===== src/rtl/sipo_load_ctrl.sv =====
`default_nettype none
// ============================================================================
// Module      : sipo_load_ctrl
// Description : Serial-to-parallel word assembler. It shifts in DW bits under
//               a valid/ready handshake, loads a holding register, and offers
//               the finished word downstream under a second valid/ready pair.
// Revision    : 1.0 - initial release
// ============================================================================
module sipo_load_ctrl #(
    parameter int DW = 4,
    parameter int CW = $clog2(DW)
) (
    input  logic          clk,
    input  logic          rst,
    input  logic          start,
    input  logic          ser_in,
    input  logic          ser_vld,
    output logic          ser_rdy,
    output logic [DW-1:0] out_data,
    output logic          out_vld,
    input  logic          out_rdy,
    output logic          busy,
    output logic [CW-1:0] bit_cnt
);

    localparam logic [1:0] S_IDLE  = 2'd0;
    localparam logic [1:0] S_SHIFT = 2'd1;
    localparam logic [1:0] S_LOAD  = 2'd2;
    localparam logic [1:0] S_WAIT  = 2'd3;

    localparam logic [CW-1:0] c_last_bit = CW'(DW - 1);

    logic [1:0]    r_state;
    logic [DW-1:0] r_sr;
    logic [DW-1:0] r_out_data;
    logic [CW-1:0] r_bit_cnt;
    logic          w_accept;

    assign w_accept = ser_vld && (r_state == S_SHIFT);

    always_ff @(posedge clk) begin
        if (rst) begin
            r_state    <= S_IDLE;
            r_sr       <= '0;
            r_out_data <= '0;
            r_bit_cnt  <= '0;
        end else begin
            case (r_state)
                S_IDLE: begin
                    if (start) begin
                        r_state   <= S_SHIFT;
                        r_bit_cnt <= '0;
                    end
                end
                S_SHIFT: begin
                    if (w_accept) begin
                        // New bit enters at the MSB so the first bit lands in bit 0.
                        r_sr <= {ser_in, r_sr[DW-1:1]};
                        if (r_bit_cnt == c_last_bit) begin
                            r_bit_cnt <= '0;
                            r_state   <= S_LOAD;
                        end else begin
                            r_bit_cnt <= r_bit_cnt + CW'(1);
                        end
                    end
                end
                S_LOAD: begin
                    r_out_data <= r_sr;
                    r_state    <= S_WAIT;
                end
                S_WAIT: begin
                    if (out_rdy) begin
                        if (start) begin
                            r_state   <= S_SHIFT;
                            r_bit_cnt <= '0;
                        end else begin
                            r_state <= S_IDLE;
                        end
                    end
                end
                default: r_state <= S_IDLE;
            endcase
        end
    end

    assign ser_rdy  = (r_state == S_SHIFT);
    assign out_vld  = (r_state == S_WAIT);
    assign busy     = (r_state != S_IDLE);
    assign out_data = r_out_data;
    assign bit_cnt  = r_bit_cnt;

endmodule
`default_nettype wire


===== config.mk =====
export PLATFORM = sky130hd
export DESIGN_NAME = sipo_load_ctrl
export DESIGN_NICKNAME = d
export VERILOG_FILES = /design/src/rtl/sipo_load_ctrl.sv
export SDC_FILE = /design/constraint.sdc
export NUM_CORES = 1
export LEC_CHECK = 0
export ABC_CLOCK_PERIOD_IN_PS = 1600
export CAP_MARGIN = 25
export CORE_UTILIZATION = 45
export CTS_BUF_LIST = sky130_fd_sc_hd__clkbuf_2 sky130_fd_sc_hd__clkbuf_4 sky130_fd_sc_hd__clkbuf_8
export CTS_CLUSTER_DIAMETER = 80
export CTS_CLUSTER_SIZE = 14
export DETAILED_ROUTE_END_ITERATION = 7
export GPL_ROUTABILITY_DRIVEN = 0
export GPL_TIMING_DRIVEN = 0
export PLACE_DENSITY = 0.74
export SETUP_SLACK_MARGIN = 0.15
export SYNTH_ARGS = -nofsm -noshare
export SYNTH_HDL_FRONTEND = slang
export SYNTH_SLANG_ARGS = --single-unit

===== constraint.sdc =====
create_clock -name clk -period 1.6 [get_ports clk]
set_input_delay 0.32 -clock clk [delete_from_list [all_inputs] [get_ports clk]]
set_output_delay 0.32 -clock clk [all_outputs]
set_load 0.01 [all_outputs]

==> summary.md <==
| Metric | Value |
|---|---|
| Worst setup path category | reg2reg |
| Fill cells | 88 |
| CTS tree | built |
| TritonCTS Buffers | 3 |
| Synth Area in Compound Gates | 0.0862 |
| Critical Path Slowest Stage Cell | dfxtp_4 |
| Total of max-cap violations | 0 |
| Seq cells post-synth | 12 |
| CTS Root Cell | clkbuf_4 |
| Most common cell after layout, fill and taps aside | dfxtp_1 |
| Layout Skew | about 15 ps |
| PwrDens | 1350 nW/um^2 |
| Multiplexer share of the synthesized area | 0.133 |
| Fin crit share | 0.925 |
| Synth Area in Adders | 0.164 |
| Total GRT Usage | 0.202 |
| WP depth | 6 |
| Placeable Area | roughly 1200 um^2 |
| Final setup vio count | 0 |
| Post-Synth XOR/XNOR Area | 0 |
| Drt total wl | about 1300 um |
| CTS H-tree depth | 1 |
| Nets@finish | 101 |
| Critical Path Source | r_state[1] |
| Type of origin of the critical path | flip-flop |
| Hold path start | ser_vld |
| WP buf/inv | 1 |
| GRT Residual Overflow | 0 |
| Worst path required time | between 1500 and 2000 ps |
| Main combinational cell family by area after synthesis | simple AND/OR/NAND/NOR gates |
| VDD IR max | around 0.82 mV |
| Synth-to-layout area growth | 45.2% |
| First-pass GRT wire length | 1990 um |
| Clock Path Buffers | 2 |
| Syn avg cell area | around 9.5 um^2 |
| CP Cell Sequence | buf_6 > ha_4 > or2b_4 > o2111ai_4 > or3_1 > o31ai_1 |
| Least-Margin Pin Slew | 462 ps |
| Vias post-DR | 514 |
| Kind of end point of the critical path | flip-flop |
| Chip height | roughly 39 um |
| Hold WS | 434 ps |
| Iteration-0 DRC Markers | 2 |
| Row count | 12 |
| Diodes inserted | 0 |
| Vias in the first global route | between 400 and 500 |
| Post-detail-place hpwl | a little under 900 um |
| Layout cells sized above 1 | 0.279 |
| Cell Area, Synth | between 600 and 700 um^2 |
| FMAX | 675 MHz |
| Simple logic cell fraction of the synthesized area | 0.191 |
| CP arrival | ~1700 ps |
| Shortest period the worst path allows | around 1500 ps |
| Slew Limit Fails | 0 |
| Crit path max-delay family | simple AND/OR/NAND/NOR gates |
| Leak | slightly below 0.0004 uW |
| Drt drc | 0 |
| ANT nets after route | 0 |
| Library cells used by synthesis | 20 |
| Die Area | 1510 um^2 |
| CTS sink cnt | 12 |
| Outcome | completed |
| Max_slew headroom | 0.692 |
| First drt pass iteration count | 4 |
| Final Hold Viols | 0 |
| Avg WL per Cell | 13.2 um |
| Power, Total | roughly 1200 uW |
| Syn_nets | between 70 and 80 |
| Largest net degree at the start of global routing | 11 |
| Crit path largest cell delay | about 370 ps |
| Hold crit path type | in2reg |
| Min-Delay Path Depth | 3 |
| Yosys warns | 0 |
| Initial antenna violation count | 0 |
| Later-pin clock latency in the skew report | 280 ps |
| Starting Density | 0.514 |
| CP Max Fanout | 3 |
| Seq/Total Area, Yosys | 0.394 |
| I/O pins | 15 |
| Worst r2r src | r_state[1] |
| Die Wd | about 39 um |
| Worst R2R Path Depth | 6 |
| RSZ-0062 raised after global routing | yes |
| Post-synthesis cell count | 64 |
| Clk slew on worst S/H paths | ~80 ps |
| Via density | 5.14 |
| Number of port buffers | 14 |
| Most frequent cells in the layout | dfxtp_1 (10), mux2i_1 (7), nor2_1 (7), a21oi_1 (6), dlygate4sd2_1 (6) |
[per-layer routing]
metal	track usage	part of all wire	vias up
li1	-	-	265
met1	0.223	0.45	240
met2	0.350	0.50	9
met3	0.104	0.043	0
met4	0.0259	0	0
met5	0	0	-
[per-stage QoR]
| stage | worst slack (ps) | instance area [um^2] | setup TNS, ps | cells | utilization |
|---|---|---|---|---|---|
| detailed placement | -133 | 786 | -402 | 92 | 0.662 |
| global placement | -112 | 786 | -351 | 92 | 0.662 |
| global route | 83.8 | 885 | 0 | 100 | 0.746 |
| finish | 119 | 885 | 0 | 100 | 0.746 |
| CTS | 112 | 843 | 0 | 98 | 0.711 |
| floorplan | 153 | 628 | 0 | 64 | - |
[repair_timing]
| item | CTS | global route |
|---|---|---|
| pin swaps | 1 | 3 |
| resized for setup | 25 | 8 |
| setup buffers | 2 | 2 |
| setup endpoints to repair | 13 | 6 |
| endpoints found under the hold margin | 0 | 0 |
| hold buffers | 0 | 0 |
[Yosys cell counts]
library cell   n  area share
dfxtp_1       12        0.39
ha_1           8        0.16
mux2i_1        7        0.11
nor2_1         7       0.043
a21oi_1        6       0.049
nand2_1        5       0.031
nand3_1        4       0.033
inv_1          3       0.018
and2_1         1       0.010
and3b_1        1       0.014
buf_1          1      0.0062
clkbuf_1       1      0.0062
mux2_2         1       0.018
nand2b_1       1       0.010
nor3b_1        1       0.012
o2111ai_2      1       0.025
o31ai_1        1       0.012
or2b_1         1       0.012
or2b_2         1       0.014
or3_1          1       0.010
[kinds of logic (layout without fill, tap and decap cells)]
kind of cell	after synthesis	count (layout)
AO/OA/AOI/OAI	8	8
buffers and inverters	5	27
adder cells (fa/ha/maj)	8	8
multiplexers	8	8
AND/OR/NAND/NOR	23	23
flip-flops	12	12
[state kept, by name, summed over array words and instances, names as in the netlist]
name	count
r_state	2
out_data	4
r_sr	4
bit_cnt	2
[cell type report]
cell class / instances / area (um^2) / share of cell area
Buffer: 2 / 7.51 / 0.00849
Clock buffer: 4 / 36.3 / 0.0410
Inverter: 3 / 16.3 / 0.0184
Multi-Input combinational cell: 47 / 399 / 0.451
Sequential cell: 12 / 248 / 0.280
Tap cell: 14 / 17.5 / 0.0198
Timing Repair Buffer: 18 / 160 / 0.181
[report_power, final]
part / internal [uW] / switching, uW / total, uW / leakage [uW]
clock: 139 / 103 / 242 / 0.0000210
sequential: 340 / 49.4 / 390 / 0.0000985
combinational: 296 / 266 / 561 / 0.000271
total: 775 / 418 / 1190 / 0.000391
[worst min-delay path: stages]
cell and delay (ps):
dlymetal6s2s_1 190, nand3_1 110, a21oi_1 50
[worst paths after layout]
path / slack (ps) / to
worst max-delay path: 120 / r_state[0]
worst min-delay path: 430 / r_sr[1]
worst min register to register: 480 / r_sr[1]
worst max register to register: 120 / r_state[0]
No activity file was read; power rests on OpenSTA's default activity.
